**config.mk**
```make
export PLATFORM = sky130hd
export DESIGN_NAME = mac_sched
export DESIGN_NICKNAME = d
export VERILOG_FILES = /design/src/rtl/mac_sched.sv
export SDC_FILE = /design/constraint.sdc
export NUM_CORES = 1
export LEC_CHECK = 0
export CORE_MARGIN = 5
export CORE_UTILIZATION = 55
export CTS_BUF_LIST = sky130_fd_sc_hd__clkbuf_8
export CTS_CLUSTER_DIAMETER = 60
export DETAILED_ROUTE_END_ITERATION = 10
export MAX_ROUTING_LAYER = met4
export PLACE_DENSITY = 0.83
export SYNTH_ARGS = -nofsm -noshare
export SYNTH_HDL_FRONTEND = slang
export SYNTH_SLANG_ARGS = --single-unit
```
**constraint.sdc**
```tcl
create_clock -name clk -period 4.8 [get_ports clk]
set_clock_uncertainty 0.2 [all_clocks]
set_input_delay 0.48 -clock clk [delete_from_list [all_inputs] [get_ports clk]]
set_output_delay 0.48 -clock clk [all_outputs]
set_load 0.005 [all_outputs]
```
**src/rtl/mac_sched.sv**
```systemverilog
// mac_sched
//   Job sequencer for one MAC processing element (8 accumulators, 3 activation
//   lanes, 1 weight). A job config is latched on start. The sequencer clears the
//   PE, streams operand-buffer reads, and sends the matching one-hot lane valid
//   and accumulator select into the PE, aligned with the returned read data. It
//   counts PE results and then pulses done. err is raised with done when the
//   config is bad or when the result count does not match the issue count.
//
// Ports
//   clk, rst_n       clock (rising edge), async active-low reset
//   start, abort     job request (sampled in IDLE), sync abort (non-IDLE only)
//   cfg_k            reduction length per accumulator
//   cfg_nacc         accumulators used (1..NUM_ACC)
//   cfg_lane_mask    enabled activation lanes
//   op_ready         operand buffer accepts a read this cycle
//   op_rd_en/op_addr operand read strobe / address (wraps)
//   mac_clear        PE clear
//   mac_valid_ctrl   PE lane valid, one-hot or zero
//   mac_acc_sel      PE accumulator select, holds when mac_valid_ctrl is 0
//   res_valid        PE result strobe
//   busy, done, err  job status
//
// state | meaning
// IDLE  | waiting for start, config latched on start
// CLEAR | one-cycle PE clear, counters and address zeroed
// RUN   | issuing reads, one per op_ready cycle
// DRAIN | RD_LAT+1 cycles for delay line and PE register to empty
// DONE  | one-cycle done pulse, err valid

module mac_sched #(
    parameter int NUM_ACC = 8,
    parameter int K_W     = 8,
    parameter int ADDR_W  = 10,
    parameter int RD_LAT  = 1
) (
    input  logic              clk,
    input  logic              rst_n,
    input  logic              start,
    input  logic              abort,
    input  logic [K_W-1:0]    cfg_k,
    input  logic [3:0]        cfg_nacc,
    input  logic [2:0]        cfg_lane_mask,
    input  logic              op_ready,
    output logic              op_rd_en,
    output logic [ADDR_W-1:0] op_addr,
    output logic              mac_clear,
    output logic [2:0]        mac_valid_ctrl,
    output logic [2:0]        mac_acc_sel,
    input  logic              res_valid,
    output logic              busy,
    output logic              done,
    output logic              err
);

    // Wide enough for K * nacc * 3 lanes.
    localparam int CNT_W = K_W + 6;
    localparam logic [3:0] NACC_MAX = 4'(NUM_ACC);

    typedef enum logic [2:0] {
        ST_IDLE,
        ST_CLEAR,
        ST_RUN,
        ST_DRAIN,
        ST_DONE
    } state_t;

    state_t            state_q, state_d;
    logic [K_W-1:0]    k_cfg_q, k_cfg_d;
    logic [3:0]        nacc_q, nacc_d;
    logic [2:0]        mask_q, mask_d;
    logic [2:0]        acc_q, acc_d;
    logic [K_W-1:0]    k_rem_q, k_rem_d;
    logic [1:0]        lane_q, lane_d;
    logic [ADDR_W-1:0] addr_q, addr_d;
    logic [CNT_W-1:0]  res_cnt_q, res_cnt_d;
    logic [2:0]        drain_q, drain_d;
    logic              err_q, err_d;
    logic [2:0]        acc_hold_q, acc_hold_d;
    logic [2:0]        dl_vld_q [RD_LAT];
    logic [2:0]        dl_vld_d [RD_LAT];
    logic [2:0]        dl_acc_q [RD_LAT];
    logic [2:0]        dl_acc_d [RD_LAT];

    logic              issue;
    logic              abort_hit;
    logic              cfg_bad;
    logic [2:0]        lane_above;
    logic [2:0]        acc_last;
    logic [1:0]        lane_pop;
    logic [CNT_W-1:0]  n_total;

    // Index of the lowest set bit; callers never pass zero.
    function automatic logic [1:0] low_lane(input logic [2:0] m);
        if (m[0])      return 2'd0;
        else if (m[1]) return 2'd1;
        else           return 2'd2;
    endfunction

    // Enabled lanes strictly above the current lane.
    function automatic logic [2:0] above_lanes(input logic [2:0] m, input logic [1:0] l);
        case (l)
            2'd0:    return m & 3'b110;
            2'd1:    return m & 3'b100;
            default: return 3'b000;
        endcase
    endfunction

    assign cfg_bad  = (cfg_k == '0) || (cfg_nacc == 4'd0) ||
                      (cfg_nacc > NACC_MAX) || (cfg_lane_mask == 3'b000);
    assign acc_last = 3'(nacc_q - 4'd1);
    assign lane_pop = 2'({1'b0, mask_q[0]} + {1'b0, mask_q[1]} + {1'b0, mask_q[2]});
    assign n_total  = CNT_W'(k_cfg_q) * CNT_W'(nacc_q) * CNT_W'(lane_pop);

    always_comb begin
        state_d    = state_q;
        k_cfg_d    = k_cfg_q;
        nacc_d     = nacc_q;
        mask_d     = mask_q;
        acc_d      = acc_q;
        k_rem_d    = k_rem_q;
        lane_d     = lane_q;
        addr_d     = addr_q;
        res_cnt_d  = res_cnt_q;
        drain_d    = drain_q;
        err_d      = err_q;
        issue      = 1'b0;
        abort_hit  = abort && (state_q != ST_IDLE);
        lane_above = above_lanes(mask_q, lane_q);

        // Result counter saturates so a misbehaving PE cannot wrap it back to N.
        if ((state_q == ST_RUN || state_q == ST_DRAIN) && res_valid && (res_cnt_q != '1)) begin
            res_cnt_d = res_cnt_q + CNT_W'(1);
        end

        case (state_q)
            ST_IDLE: begin
                if (start) begin
                    k_cfg_d = cfg_k;
                    nacc_d  = cfg_nacc;
                    mask_d  = cfg_lane_mask;
                    if (cfg_bad) begin
                        err_d   = 1'b1;
                        state_d = ST_DONE;
                    end else begin
                        err_d   = 1'b0;
                        state_d = ST_CLEAR;
                    end
                end
            end
            ST_CLEAR: begin
                acc_d     = 3'd0;
                k_rem_d   = k_cfg_q - K_W'(1);
                lane_d    = low_lane(mask_q);
                addr_d    = '0;
                res_cnt_d = '0;
                state_d   = ST_RUN;
            end
            ST_RUN: begin
                if (op_ready && !abort_hit) begin
                    issue  = 1'b1;
                    addr_d = addr_q + ADDR_W'(1);
                    if (lane_above != 3'b000) begin
                        lane_d = low_lane(lane_above);
                    end else begin
                        lane_d = low_lane(mask_q);
                        if (k_rem_q == '0) begin
                            k_rem_d = k_cfg_q - K_W'(1);
                            acc_d   = acc_q + 3'd1;
                            if (acc_q == acc_last) begin
                                drain_d = 3'(RD_LAT);
                                state_d = ST_DRAIN;
                            end
                        end else begin
                            k_rem_d = k_rem_q - K_W'(1);
                        end
                    end
                end
            end
            ST_DRAIN: begin
                if (drain_q == 3'd0) begin
                    // Uses res_cnt_d so a result landing in the last drain cycle counts.
                    err_d   = (res_cnt_d != n_total);
                    state_d = ST_DONE;
                end else begin
                    drain_d = drain_q - 3'd1;
                end
            end
            ST_DONE: begin
                state_d = ST_IDLE;
            end
            default: begin
                state_d = ST_IDLE;
            end
        endcase

        if (abort_hit) begin
            state_d = ST_IDLE;
        end
    end

    // Lane/acc delay line that matches the operand-buffer read latency.
    always_comb begin
        dl_vld_d[0] = issue ? (3'b001 << lane_q) : 3'b000;
        dl_acc_d[0] = acc_q;
        for (int i = 1; i < RD_LAT; i++) begin
            dl_vld_d[i] = dl_vld_q[i-1];
            dl_acc_d[i] = dl_acc_q[i-1];
        end
        if (abort_hit) begin
            for (int i = 0; i < RD_LAT; i++) begin
                dl_vld_d[i] = 3'b000;
            end
        end
    end

    assign mac_valid_ctrl = dl_vld_q[RD_LAT-1];
    assign mac_acc_sel    = (dl_vld_q[RD_LAT-1] != 3'b000) ? dl_acc_q[RD_LAT-1] : acc_hold_q;
    assign acc_hold_d     = mac_acc_sel;

    assign op_rd_en  = issue;
    assign op_addr   = addr_q;
    assign mac_clear = (state_q == ST_CLEAR);
    assign busy      = (state_q != ST_IDLE);
    assign done      = (state_q == ST_DONE);
    assign err       = (state_q == ST_DONE) && err_q;

    always_ff @(posedge clk or negedge rst_n) begin
        if (!rst_n) begin
            state_q    <= ST_IDLE;
            k_cfg_q    <= '0;
            nacc_q     <= 4'd0;
            mask_q     <= 3'b000;
            acc_q      <= 3'd0;
            k_rem_q    <= '0;
            lane_q     <= 2'd0;
            addr_q     <= '0;
            res_cnt_q  <= '0;
            drain_q    <= 3'd0;
            err_q      <= 1'b0;
            acc_hold_q <= 3'd0;
            for (int i = 0; i < RD_LAT; i++) begin
                dl_vld_q[i] <= 3'b000;
                dl_acc_q[i] <= 3'd0;
            end
        end else begin
            state_q    <= state_d;
            k_cfg_q    <= k_cfg_d;
            nacc_q     <= nacc_d;
            mask_q     <= mask_d;
            acc_q      <= acc_d;
            k_rem_q    <= k_rem_d;
            lane_q     <= lane_d;
            addr_q     <= addr_d;
            res_cnt_q  <= res_cnt_d;
            drain_q    <= drain_d;
            err_q      <= err_d;
            acc_hold_q <= acc_hold_d;
            for (int i = 0; i < RD_LAT; i++) begin
                dl_vld_q[i] <= dl_vld_d[i];
                dl_acc_q[i] <= dl_acc_d[i];
            end
        end
    end

endmodule

```
==> metrics, run 1 <==
status finished with violations; failing checks negative setup slack; setup ws final -183.8 ps; relative slew slack about a fifth; worst path cell trace buf_6 > nand2_1 > fa_1 > inv_2 > fa_1 > ha_4 > nand3_2 > o211ai_1 > nor4_2 > or3_4 > xnor2_4 > and2_4 > ha_4 > buf_4 > xor3_1 > xnor2_1 > nand3_1 > nor3_1 > a31oi_1; # clock sinks 68; Skew-Pair Late Insertion Delay ~360 ps; CP Launch Type flop; synthesized cell area 5154 µm²; Buffers on Ports between 40 and 50; Layout area overhead 21.78%; number of global-route vias before repair roughly 4600; RePlAce Congestion between 0.8 and 0.9; worst min path class input port to asynchronous set/reset pin; CP peak stage delay between 500 and 600 ps; Synth Area in Adders 14.18%; highest clock rate between 0.2 and 0.25 GHz; Detailed Routing Iterations Pass 1 5; site row count 35; Post-Synth Simple-Gate Area approximately 23%; CTS root buffer clkbuf_8; critical path class flop to flop; RSZ-0062 raised after global routing yes; routed vias/inst roughly 6.0; Num CTS Buffers 9; CP max-delay cell fa_1; YS warnings 0; crit share post-route 103.8%; DR WL/cell ~18 µm; Max FO, Critical Path 4; die area between 10000 and 15000 µm²; EDFF count, synth 0; Mapped Nets approximately 640; Final TNS setup -183.8 ps; Mapped Avg Cell Area approximately 9 µm²; layout cell share with drive strength beyond 1 between 10% and 20%; Syn Inst Count ~570; Synth Flop Type dfrtp_1; CTS clk-pin slew, worst paths ~90 ps; diode count 0; fraction of registers with async set/reset 100.0%; Layout Cells excl Fill about 750; hold_buf cts 0; Chip Height 106.8 µm; GRT overflow 0; CP Capture Type flop; top-area cell type share of the netlist area between 30% and 40%; Starting DRT DRC Count about 300; hold slack 108.6 ps; Worst Tran Pin Value 1216 ps; Die X roughly 110 µm; area of the core ~9200 µm²; Tot GR Track Use around a quarter; initial antenna violation count 0; DP HPWL 8902 µm; htree depth 3; Final ANT Viol Nets 0; Ports 42; Cells after DPL just over 700; Clock Path Buffers 2; largest family of logic cells by synthesized area simple AND/OR/NAND/NOR gates; synth unique cells between 60 and 70; Initial Utilization between 50% and 60%; count of final max-slew check failures 0; Post-Synth XOR/XNOR Area under 10%; largest cells by area after synthesis dfrtp_1 (33%), ha_1 (8.7%), fa_1 (5.4%); dpl ws -133.5 ps; Synth area leader dfrtp_1; first-pass GRT wire length 21700 µm; Synth Area in Compound Gates between 10% and 20%; WP data required about 4800 ps; Seq/Total Area, Yosys about a third; Post-Route WL 13340 µm; Nets about 710; worst endpoint data arrival time roughly 5000 ps; Vias 4541; mux cell area share after synthesis under 10%; final hold vios 0; Setup Viol. Count Final 1; maxcap violations 0; # DRC 0; #FFs+latches synth 68; post-layout min period ~5000 ps; largest net degree at the start of global routing 69; R2R setup slack -180 ps; CTS tree built
cell type report:
type                    count  area, µm²
flip-flops and latches     68       1703
well taps                 111      138.9
clock buffers               9      123.9
repair buffers             72      653.1
inverters                  33      123.9
multi-input cells         452       3435
clock inverters             7      98.84
fillers                   663       2920
cell usage in the layout (no fill, tap or decap), drive strengths merged, types with 8 or more instances in the layout:
cell type | synthesis | layout
dfrtp | 68 | 68
nand2 | 62 | 62
nor2 | 44 | 44
clkdlybuf4s50 | 0 | 40
o21ai | 37 | 37
ha | 36 | 36
inv | 33 | 34
and2 | 32 | 32
buf | 3 | 32
xnor2 | 31 | 31
a21oi | 30 | 30
xor2 | 22 | 22
nand3 | 18 | 18
nor3 | 18 | 18
mux2 | 15 | 15
fa | 14 | 14
nor4 | 10 | 10
and3 | 9 | 9
clkbuf | 16 | 9
nand4 | 8 | 8
metal layers:
layer	part of all wire, %	track usage, %	vias up	wire length, µm
met2	51	40.65	182	6737
met1	40	28.48	2201	5386
li1	-	-	2108	-
met3	5.8	4.636	50	767
met4	3.3	9.589	0	443
met5	0	-	-	0
cell families (layout without fill, tap and decap cells):
family,Yosys count,count (layout)
buffers and inverters,52,121
XOR/XNOR,55,55
adder cells (fa/ha/maj),50,50
AO/OA/AOI/OAI,104,104
AND/OR/NAND/NOR,228,228
multiplexers,15,15
flip-flops,68,68
synthesized netlist by cell type (all sizes together), types with 2 or more instances:
library cell / instances
nand4: 8
clkbuf: 16
dfrtp: 68
o31ai: 2
o22ai: 3
and3: 9
nand3: 18
a21boi: 2
nor2: 44
and4: 2
nor2b: 2
o211ai: 3
and2: 32
nand2b: 6
nor3b: 3
a21o: 5
a21oi: 30
a31oi: 3
xnor2: 31
or3: 6
nand2: 62
nand3b: 3
mux2: 15
inv: 33
o21bai: 3
ha: 36
a22oi: 3
xor2: 22
o21ai: 37
fa: 14
buf: 3
nor4: 10
o41ai: 2
nor3: 18
a22o: 2
through the flow:
stage                     area, µm²  utilization, %
final                          6276           68.24
after global routing           6276           68.24
after CTS                      6170           67.09
after detailed placement       5737           62.38
after global placement         5737           62.38
after floorplan                5165               -
critical path: cells and delay by family (launching register included):
family,cells,cell delay (ps)
simple gates,7,1110
fa+ha+maj,4,1660
flops,1,430
xor+xnor,3,710
buf+inv,3,360
compound gates,2,370
flip-flops by register name, indices dropped and copies added, names as in the netlist:
signal,count
lane_q,2
mask_q,3
op_addr,10
acc_q,3
acc_hold_q,3
mac_valid_ctrl,3
dl_acc_q,3
res_cnt_q,14
drain_q,3
k_rem_q,8
err_q,1
nacc_q,4
k_cfg_q,8
state_q,3
path summary, 6_finish.rpt:
check / depth (start not counted) / end / from
setup / recovery: 19 / err_q / nacc_q[1]
hold / removal: 2 / op_addr[5] / rst_n
setup reg to reg: 19 / err_q / nacc_q[1]
hold reg to reg: 0 / dl_acc_q[1] / acc_q[1]
max in group asynchronous: 2 / k_cfg_q[2] / rst_n
min in group clk: 0 / dl_acc_q[1] / acc_q[1]
timing repair:
item,CTS,global route
pin swaps,33,23
resized for setup,19,22
setup endpoints to repair,1,1
setup buffers,16,1
Power of run 1 is not shown: default switching activity piles up to over one toggle a cycle in this logic, so the estimate is an artifact.
==> inputs of run 2 (changes only) <==
--- a/config.mk
+++ b/config.mk
@@ -5,13 +5,15 @@
 export SDC_FILE = /design/constraint.sdc
 export NUM_CORES = 1
 export LEC_CHECK = 0
+export CELL_PAD_IN_SITES_DETAIL_PLACEMENT = 1
+export CELL_PAD_IN_SITES_GLOBAL_PLACEMENT = 2
 export CORE_MARGIN = 5
-export CORE_UTILIZATION = 55
+export CORE_UTILIZATION = 34
 export CTS_BUF_LIST = sky130_fd_sc_hd__clkbuf_8
 export CTS_CLUSTER_DIAMETER = 60
 export DETAILED_ROUTE_END_ITERATION = 10
 export MAX_ROUTING_LAYER = met4
-export PLACE_DENSITY = 0.83
+export PLACE_DENSITY = 0.82
 export SYNTH_ARGS = -nofsm -noshare
 export SYNTH_HDL_FRONTEND = slang
 export SYNTH_SLANG_ARGS = --single-unit
==> metrics, run 2 (synthesized netlist as in run 1, its figures left out) <==
status finished with violations; failing checks negative hold slack; Starting DRT DRC Count 173 (-44%); CP max-delay cell fa_1; Post-Route WL 13780 µm (+3.4%); maxcap violations 0 (unchanged); fin area 6366 µm² (+1.4%); most frequent cells in the layout dfrtp_1 (67), nand2_1 (61), nor2_1 (44); Top reg by flops res_cnt_q; routed vias/inst 5.308 (-12%); diode count 0 (unchanged); CP Launch Type flop; CP endpoint err_q; hold_buf cts 0 (unchanged); critical path class flop to flop; count of final max-slew check failures 0 (unchanged); Final TNS setup 0 ps (+183.8 ps); r2r startpoint nacc_q[1]; initial antenna violation count 0 (unchanged); Tot GR Track Use 16.45% (-7.6 points); htree depth 3 (unchanged); CTS tree built; Crit path depth 21 (+2); Num CTS Buffers 9 (unchanged); Initial Utilization 34.28% (-22 points); R2R setup slack 20 ps (+210 ps); worst path cell trace buf_6 > buf_4 > nand2_1 > fa_1 > inv_1 > fa_1 > ha_4 > nand3_1 > o211ai_1 > nor4_2 > or3_1 > xnor2_1 > and2_1 > ha_4 > a21o_1 > a41o_1 > a21oi_2 > xnor2_1 > and4_1 > a21o_1 > a31oi_1; DR WL/cell 16.47 µm (-7.1%); relative slew slack 32.02% (+13 points); Nets 715 (+1.1%); Die X 133.1 µm (+25%); worst min path class input port to asynchronous set/reset pin; first-pass GRT wire length 23560 µm (+8.6%); FF-to-FF End err_q; number of global-route vias before repair 4827 (+5.4%); critical path's top delay family adder cells; RSZ-0062 raised after global routing yes; Max FO, Critical Path 4 (unchanged); # clock sinks 68 (unchanged); DP HPWL 10870 µm (+22%); GRT overflow 0 (unchanged); max FFs per register 14 (unchanged); Buffers & Inverters on Critical Path 3 (unchanged); CP peak stage delay 480 ps (-110 ps); site row count 45 (+29%); Setup Viol. Count Final 0 (-1); post-layout min period 4776 ps (-208.2 ps); Detailed Routing Iterations Pass 1 4 (-1); Skew-Pair Late Insertion Delay 360 ps (about the same); Final ANT Viol Nets 0 (unchanged); largest net degree at the start of global routing 36 (-48%); worst endpoint data arrival time 4840 ps (-170 ps); # DRC 0 (unchanged); CTS root buffer clkbuf_8; dpl ws -188.2 ps (-54.67 ps); placed inst area 5989 µm² (+4.4%); CP Capture Type flop; highest clock rate 0.2094 GHz (+4.4%); crit share post-route 99.49% (-4.3 points); Chip Height 133.1 µm (+25%); Worst Tran Pin Value 1013 ps (-203.1 ps); Clock Path Buffers 2 (unchanged); setup ws final 24.42 ps (+208.2 ps); CTS clk-pin slew, worst paths 80 ps (about the same); Vias 4443 (-2.2%); commonest non-fill, non-tap cell in the layout dfrtp_1; WP data required 4870 ps (+40 ps); Ports 42 (unchanged); RePlAce Congestion 0.8481 (-2.4%); Worst setup startpoint nacc_q[1]; Layout area overhead 23.53%; Buffers on Ports 41 (unchanged); final hold vios 3 (+3); hold slack -3.798 ps (-112.4 ps); die area 17720 µm² (+55%); worst reg2reg path depth 21 (+2); layout cell share with drive strength beyond 1 16.33% (-0.98 points); area of the core 15030 µm² (+63%)
[run 2: worst min-delay path by stage]
| stage | from | endpoint | slack, ps | cells past startpoint |
|---|---|---|---|---|
| 2_1_floorplan | rst_n | acc_hold_q[0] | -20 | 0 |
| 3_3_place_gp | acc_q[2] | dl_acc_q[2] | 240 | 0 |
| 3_5_place_dp | acc_q[2] | dl_acc_q[2] | 240 | 0 |
| 4_1_cts | rst_n | op_addr[5] | 6 | 1 |
| 5_1_grt | rst_n | op_addr[5] | 60 | 1 |
| 6_report | rst_n | op_addr[5] | -4 | 1 |
[run 2: per-stage QoR]
stage	cells	utilization [%]
6_report	837	42.35
5_1_grt	837	42.35
3_5_place_dp	816	39.84
4_1_cts	837	42.02
3_3_place_gp	816	39.84
2_1_floorplan	572	-
[run 2: layer usage]
metal  track usage [%]  up-vias  wire length (µm)
met5                 -        -                 0
met4             3.771        0               172
met3             2.455       12               395
met2             29.03       62              7057
met1             19.92     2241              6158
li1                  -     2128                 -
[run 2: repair_timing]
action	in CTS	in global routing
pin swaps	25	5
resized for setup	18	9
setup buffers	5	0
endpoints found under the setup margin	1	1
[run 2: final cells by class]
| cell class | instances | area [µm²] |
|---|---|---|
| tap | 188 | 235.2 |
| timing repair buffer | 80 | 705.7 |
| clock buffer | 11 | 151.4 |
| fill | 1718 | 8667 |
| inverter | 33 | 123.9 |
| sequential | 68 | 1703 |
| multi-input combinational | 452 | 3395 |
| clock inverter | 5 | 52.55 |
Power of run 2 is left out for the same reason.
==> inputs of run 3 (changes only) <==
--- a/config.mk
+++ b/config.mk
@@ -5,13 +5,15 @@
 export SDC_FILE = /design/constraint.sdc
 export NUM_CORES = 1
 export LEC_CHECK = 0
+export CAP_MARGIN = 20
 export CELL_PAD_IN_SITES_DETAIL_PLACEMENT = 1
 export CELL_PAD_IN_SITES_GLOBAL_PLACEMENT = 2
-export CORE_MARGIN = 5
+export CORE_MARGIN = 8
 export CORE_UTILIZATION = 34
 export CTS_BUF_LIST = sky130_fd_sc_hd__clkbuf_8
 export CTS_CLUSTER_DIAMETER = 60
 export DETAILED_ROUTE_END_ITERATION = 10
+export GPL_ROUTABILITY_DRIVEN = 0
 export MAX_ROUTING_LAYER = met4
 export PLACE_DENSITY = 0.82
 export SYNTH_ARGS = -nofsm -noshare
==> metrics, run 3 (synthesized netlist as in run 1, its figures left out) <==
Post-Route WL 14100 µm (+2.3%); CP peak stage delay 560 ps (+80 ps); highest clock rate 0.2035 GHz (-2.8%); critical path class flop to flop; Detailed Routing Iterations Pass 1 4 (unchanged); CTS tree built; Register Area 1702 µm² (about the same); htree depth 3 (unchanged); Crit path depth 21 (unchanged); worst path cell trace buf_6 > nand2_1 > fa_1 > fa_1 > inv_2 > ha_4 > nand3_1 > o211ai_1 > nor4_2 > or3_4 > xnor2_2 > and2_1 > ha_1 > a21boi_0 > o22ai_1 > buf_4 > buf_4 > xnor2_1 > nand3_1 > nor3_1 > a31oi_1; CP Launch Type flop; relative slew slack 36.61% (+4.6 points); CP endpoint err_q; CTS root buffer clkbuf_8; Vias 4376 (-1.5%); die area 19350 µm² (+9.2%); fillcell total 1760 (+2.4%); critical path's top delay family adder cells; worst endpoint data arrival time 4950 ps (+110 ps); worst reg2reg path depth 21 (unchanged); post-layout util 41.81% (-0.53 points); setup ws final -114.1 ps (-138.5 ps); Clock Path Buffers 2 (unchanged); DP HPWL 10860 µm (about the same); diode count 0 (unchanged); Worst setup startpoint nacc_q[2]; Top reg by flops res_cnt_q; met1 Use GR 17.32% (-2.6 points); layout cell share with drive strength beyond 1 14.60% (-1.7 points); r2r startpoint nacc_q[2]; Die X 139.1 µm (+4.5%); RSZ-0062 raised after global routing yes; status finished with violations; GRT overflow 0 (unchanged); Setup Viol. Count Final 1 (+1); first-pass GRT wire length 23800 µm (+1.0%); Worst Tran Pin Value 947.7 ps (-65.28 ps); Max FO, Critical Path 6 (+2); initial antenna violation count 0 (unchanged); hold slack 273.2 ps (+277.0 ps); DR WL/cell 16.95 µm (+2.9%); site row count 45 (unchanged); count of final max-slew check failures 0 (unchanged); CP Capture Type flop; Nets 710 (-0.70%); failing checks negative setup slack; post-layout min period 4914 ps (+138.5 ps); final hold vios 0 (-3); routed vias/inst 5.260 (-0.92%); # clock sinks 68 (unchanged); Ports 42 (unchanged); largest net degree at the start of global routing 38 (+5.6%); max FFs per register 14 (unchanged); area of the core 15030 µm² (unchanged); Skew-Pair Late Insertion Delay 370 ps (about the same); most frequent cells in the layout dfrtp_1 (68), nand2_1 (62), nor2_1 (44); maxcap violations 0 (unchanged); multi-input logic area 3353 µm² (-1.2%); GRT busiest layer met2; # DRC 0 (unchanged); worst min path class flop to flop; Final ANT Viol Nets 0 (unchanged); met3 usage 3.064% (+0.61 points); WP data required 4840 ps (-30 ps); crit share post-route 102.4% (+2.9 points); Layout area overhead 21.97%; CP max-delay cell fa_1; Buffers on Ports 41 (unchanged); commonest non-fill, non-tap cell in the layout dfrtp_1; CTS clk-pin slew, worst paths 80 ps (about the same); Tot GR Track Use 15.35% (-1.1 points); Starting DRT DRC Count 162 (-6.4%); Buffers & Inverters on Critical Path 4 (+1); number of global-route vias before repair 4853 (+0.54%); R2R setup slack -110 ps (-140 ps); FF-to-FF End err_q; GR Layer Usage met2 26.90% (-2.1 points); Chip Height 139.1 µm (+4.5%); Num CTS Buffers 9 (unchanged); Initial Utilization 34.28% (unchanged)
## run 3: cell count changes in the layout (fill, tap and decap cells not counted), sizes merged
cell / before / now
dlygate4sd3: 0 / 1
inv: 35 / 33
buf: 40 / 34
clkbuf: 11 / 10
clkinv: 0 / 3
## run 3: how the worst min path moves through the flow
| stage | to | start | cells past startpoint |
|---|---|---|---|
| 2_1_floorplan | acc_hold_q[0] | rst_n | 0 |
| 3_3_place_gp | dl_acc_q[2] | acc_q[2] | 0 |
| 3_5_place_dp | dl_acc_q[1] | acc_q[1] | 0 |
| 4_1_cts | dl_acc_q[0] | acc_q[0] | 0 |
| 5_1_grt | dl_acc_q[0] | acc_q[0] | 0 |
| 6_report | dl_acc_q[1] | acc_q[1] | 0 |
## run 3: area by class of cell
class / instances / area share [%]
multi-input combinational: 452 / 53.34
inverter: 33 / 1.971
sequential: 68 / 27.07
clock buffer: 10 / 2.189
clock inverter: 6 / 1.015
tap: 188 / 3.742
timing repair buffer: 75 / 10.67
## run 3: metrics by stage
stage / cell area, µm² / setup WS [ps] / setup TNS [ps] / instances
after floorplan: 5165 / 12.28 / 0 / 572
after global placement: 5937 / -3.773 / -3.773 / 809
after detailed placement: 5937 / -163.7 / -163.7 / 809
after CTS: 6250 / -23.72 / -23.72 / 829
after global routing: 6286 / -357.6 / -357.6 / 832
final: 6286 / -114.1 / -114.1 / 832
## run 3: worst register-to-register path, cell delays in order, from the launching register on
cell and delay, ps:
dfrtp_1 400, buf_6 140, nand2_1 80, fa_1 490, fa_1 560, inv_2 50, ha_4 270, nand3_1 90
o211ai_1 290, nor4_2 100, or3_4 390, xnor2_2 160, and2_1 160, ha_1 280, a21boi_0 220, o22ai_1 140
buf_4 150, buf_4 120, xnor2_1 150, nand3_1 90, nor3_1 160, a31oi_1 100
## run 3: timing repair
item                                    CTS  global route
hold endpoints to repair                 31             0
gates resized for setup                  14             2
pin swaps                                17             8
endpoints found under the setup margin    1             1
buffers inserted                          3             2
hold buffers                              1             0
## run 3: metal layers
metal | wire [µm] | vias to the layer above
met5 | 0 | -
met4 | 208 | 0
met3 | 406 | 14
met2 | 7287 | 58
met1 | 6200 | 2196
li1 | - | 2108
Power of run 3 is left out for the same reason.
==> edit 1, RTL diff (settings of run 1) <==
`RD_LAT`: 1 -> 2. Comments in the files are not updated.
--- a/src/rtl/mac_sched.sv
+++ b/src/rtl/mac_sched.sv
@@ -32,5 +32,5 @@
     parameter int K_W     = 8,
     parameter int ADDR_W  = 10,
-    parameter int RD_LAT  = 1
+    parameter int RD_LAT  = 2
 ) (
     input  logic              clk,
Check against the original RTL: not equivalent (a bounded check fails within 4 cycles, from zero or initial values and one cycle with rst_n low).
==> edit 1 against run 1 <==
The run still ends with negative setup slack left; die area grew 3.8%; final area grew 3.0%; area after synthesis grew 4.2%; setup slack gained 0.13 ns; global-route usage shrank 1.7 points; sequential cell count grew 6; utilization shrank 1.2 points; routed wire length shrank 11%; first-iteration DRC count shrank 46%; critical endpoint unchanged; highest routed layer unchanged.
Power is not shown: default switching activity piles up to over one toggle a cycle in this logic, so the estimate is an artifact.
==> edit 1: results (changes against run 1) <==
status complete, but fails checks (unchanged); failing checks negative setup slack (unchanged); post-synth cell types 60 (was 63); metal3 WL 539 µm (was 767 µm); Hold WC Path Type register to register (was input port to async pin); global-route wire length before repair 20.9 mm (was 21.7 mm); worst-path maximum fanout 3 (was 4); Setup violations, final 1 (unchanged); WL/cell 15.2 µm (was 17.7 µm); met1 WL 4.98 mm (was 5.39 mm); Vias 4455 (was 4541); share of cells above drive strength 1 0.144 (was 0.173); Net Count, Synth 657 (was 643); drt pass-1 iters 4 (was 5); Crit path largest cell delay 0.55 ns (was 0.59 ns); Seq/Total Area, Yosys 0.345 (was 0.330); Commonest cells post-synth 74 x dfrtp_1, 62 x nand2_1, 52 x nor2_1 (was 68 x dfrtp_1, 62 x nand2_1, 44 x nor2_1); nets@finish 719 (was 707); Area contributors post-synth dfrtp_1 34%, ha_1 8.4%, fa_1 5.2% (was dfrtp_1 33%, ha_1 8.7%, fa_1 5.4%); setup_tns -0.0585 ns (was -0.184 ns); Avg Cell Area, Syn 9.17 µm² (was 9.01 µm²); Critical-path top delay cell or4_1 (was fa_1); Iter 0 DRT Violations 167 (was 309); Overall Global Routing Usage 0.224 (was 0.241); worst setup margin -0.0585 ns (was -0.184 ns); metal2 WL 6.22 mm (was 6.74 mm); Worst EP arrival 4.89 ns (was 5.01 ns); GPL Wtd Cong 0.891 (was 0.869); fillers 748 (was 663); actual slew at the worst max-slew pin 0.740 ns (was 1.22 ns); largest net degree at the start of global routing 44 (was 69)
[edit 1: worst reg2reg max path: cells and delay by family, from the launching register on]
family	cells	cell delay [ns]
adders and majority gates	4	1.65
and+or+nand+nor	4	1.10
AOI/OAI and AO/OA	6	0.79
buffers and inverters	3	0.25
xor gates and xnor gates	3	0.32
DFF	1	0.42
[edit 1: through the flow]
| step | instances | cell area [µm²] | setup slack (ns) | hold slack, ns | utilization |
|---|---|---|---|---|---|
| floorplan | 586 | 5430 | 0.0130 | -0.0156 | - |
| global placement | 763 | 6080 | 0.0135 | 0.132 | 0.631 |
| detailed placement | 763 | 6080 | -0.128 | 0.136 | 0.631 |
| CTS | 785 | 6410 | 0.00509 | 0.155 | 0.665 |
| global route | 786 | 6460 | -0.304 | 0.169 | 0.670 |
| finish | 786 | 6460 | -0.0585 | 0.154 | 0.670 |
[edit 1: per-layer routing]
metal | track usage | vias to the layer above
met5 | - | -
met2 | 0.389 | 114
met3 | 0.0414 | 18
met4 | 0.0631 | 0
met1 | 0.268 | 2181
li1 | - | 2142
[edit 1: layout make-up]
cell class / instances / area share
clock buffer: 10 / 0.0213
clock inverter: 6 / 0.0110
inverter: 30 / 0.0174
multi-input combinational: 460 / 0.536
sequential: 74 / 0.287
tap: 133 / 0.0258
timing repair buffer: 73 / 0.102
[edit 1: final timing paths]
path | startpoint | end | slack (ns) | cells past startpoint
min in group asynchronous | rst_n | op_addr[0]$_DFFE_PN0P_ | 0.50 | 2
hold / removal | dl_acc_d[2]$_DFF_PN0_ | dl_acc_q[2]$_DFF_PN0_ | 0.15 | 0
hold reg to reg | dl_acc_d[2]$_DFF_PN0_ | dl_acc_q[2]$_DFF_PN0_ | 0.15 | 0
max in group asynchronous | rst_n | k_cfg_q[5]$_DFFE_PN0P_ | 2.90 | 3
setup reg to reg | nacc_q[3]$_DFFE_PN0P_ | err_q$_DFFE_PN0P_ | -0.06 | 20
setup / recovery | nacc_q[3]$_DFFE_PN0P_ | err_q$_DFFE_PN0P_ | -0.06 | 20
[edit 1: kinds of logic after synthesis]
logic type,after synthesis,share of synthesized area
AOI/OAI and AO/OA,101,0.116
DFF,74,0.345
buffers and inverters,52,0.0401
and+or+nand+nor,233,0.221
muxes,19,0.0401
xor gates and xnor gates,57,0.102
adders and majority gates,50,0.136
[edit 1: repair_timing]
| item | 4_1_cts | 5_1_grt |
|---|---|---|
| pin swaps | 25 | 4 |
| resized for setup | 14 | 8 |
| buffers inserted | 7 | 1 |
| setup endpoints to repair | 1 | 1 |
| gates cloned | 0 | 0 |
| hold buffers | 1 | 0 |
| hold endpoints to repair | 31 | 0 |
==> edit 2, RTL diff (flow settings as in run 1) <==
Without the edit above. Re-encode `state_t` (5 states) as one-hot, 5 bits wide.
--- a/src/rtl/mac_sched.sv
+++ b/src/rtl/mac_sched.sv
@@ -57,10 +57,10 @@
     localparam logic [3:0] NACC_MAX = 4'(NUM_ACC);
 
-    typedef enum logic [2:0] {
-        ST_IDLE,
-        ST_CLEAR,
-        ST_RUN,
-        ST_DRAIN,
-        ST_DONE
+    typedef enum logic [4:0] {
+        ST_IDLE  = 5'b00001,
+        ST_CLEAR = 5'b00010,
+        ST_RUN   = 5'b00100,
+        ST_DRAIN = 5'b01000,
+        ST_DONE  = 5'b10000
     } state_t;
 
Check against the original RTL: same outputs for any inputs over 4 cycles, from zero or initial values and one cycle with rst_n low; so few cycles prove little.
==> edit 2 against run 1 <==
Routed wire length decreased by 10%; via count shrank 1.1%; final area grew 1.2%; setup slack better by 0.34 ns; sequential cell count up 2; area after synthesis increased by 4.2%; critical path type unchanged.
Power is left out: the tool's default activity adds up to more than one toggle a clock period on the data nets, which glitch-free logic cannot reach.
==> edit 2: results (changes against run 1) <==
metal2 WL 5.97 mm (was 6.74 mm); largest net degree at the start of global routing 42 (was 69); worst-path maximum fanout 9 (was 4); metal3 WL 644 µm (was 767 µm); Cells after Synth 592 (was 572); CP Launch Point nacc_q[2]$_DFFE_PN0P_ (was nacc_q[1]$_DFFE_PN0P_); Iter 0 DRT Violations 188 (was 309); Hold WC Path Type register to register (was input port to async pin); Net Count, Synth 663 (was 643); Vias/cell 5.74 (was 6.04); Placed Cells incl. Taps 761 (was 719); Vias 4492 (was 4541); Seq/Total Area, Yosys 0.326 (was 0.330); Area contributors post-synth dfrtp_1 32%, ha_1 8.4%, xnor2_1 5.5% (was dfrtp_1 33%, ha_1 8.7%, fa_1 5.4%); relative max-transition margin 0.453 (was 0.189); share of cells above drive strength 1 0.128 (was 0.173); status finished clean (was complete, but fails checks); nets@finish 716 (was 707); GPL Wtd Cong 0.874 (was 0.869); worst setup margin 0.151 ns (was -0.184 ns); vias in the first global route 4590 (was 4581); Commonest cells post-synth 69 x dfrtp_1, 59 x nor2_1, 54 x nand2_1 (was 68 x dfrtp_1, 62 x nand2_1, 44 x nor2_1); r2r worst-path depth 21 (was 19); Overall Global Routing Usage 0.222 (was 0.241); post-synth cell types 62 (was 63); WL/cell 15.3 µm (was 17.7 µm); met1 WL 5.12 mm (was 5.39 mm); global-route wire length before repair 20.6 mm (was 21.7 mm); pre-CTS setup slack -0.106 ns (was -0.133 ns)
## edit 2: metrics by stage
stage,setup TNS [ns],cell area (µm²),hold slack [ns],util
final,0,6350,0.261,0.659
after global routing,-0.0895,6350,0.271,0.659
after CTS,0,6220,0.265,0.645
after detailed placement,-0.106,5970,0.239,0.620
after global placement,0,5970,0.236,0.620
after floorplan,0,5380,-0.0156,-
## edit 2: final cells by class
cell class,instances,area (µm²)
Clock buffer,9,124
Multi-Input combinational cell,470,3520
Tap cell,133,166
Clock inverter,7,97.6
Timing Repair Buffer,61,573
Fill cell,779,3290
Inverter,33,124
Sequential cell,70,1750
## edit 2: critical path, cell delays in order (launching register included)
cell,delay [ns]
dfrtp_1,0.40
buf_6,0.15
and2_1,0.16
ha_1,0.28
ha_1,0.30
ha_2,0.21
fa_2,0.39
a21o_1,0.17
a21oi_2,0.15
o21bai_1,0.11
a21oi_2,0.18
xnor2_1,0.10
and2_1,0.16
ha_1,0.32
buf_4,0.16
nand3_2,0.08
a21oi_1,0.07
o41a_1,0.39
o21ai_1,0.18
nand3_1,0.10
mux2i_1,0.16
a31oi_1,0.10
## edit 2: kinds of logic after synthesis
logic type / count (synthesis) / synth area share
compound gates: 106 / 0.132
xor+xnor: 52 / 0.0913
fa+ha+maj: 50 / 0.136
buf+inv: 52 / 0.0380
flops: 70 / 0.326
mux: 20 / 0.0415
simple gates: 242 / 0.235
## edit 2: per-layer routing
metal	GRT usage	vias to the layer above
li1	-	2184
met2	0.369	129
met5	-	-
met1	0.275	2151
met3	0.0409	28
met4	0.0703	0
## edit 2: timing repair
item / in CTS / in global routing
hold endpoints to repair: 28 / 0
hold buffers: 1 / 0
buffers inserted: 0 / 5
pin swaps: 2 / 16
resized for setup: 2 / 22
setup endpoints to repair: 1 / 1
## edit 2: worst paths after layout
| check | end | slack, ns |
|---|---|---|
| max in group asynchronous | k_cfg_q[7]$_DFFE_PN0P_ | 2.92 |
| min in group asynchronous | res_cnt_q[10]$_DFF_PN0_ | 0.50 |
| hold / removal | dl_acc_q[1]$_DFF_PN0_ | 0.26 |
| setup reg to reg | err_q$_DFFE_PN0P_ | 0.15 |
| setup / recovery | err_q$_DFFE_PN0P_ | 0.15 |
| hold reg to reg | dl_acc_q[1]$_DFF_PN0_ | 0.26 |
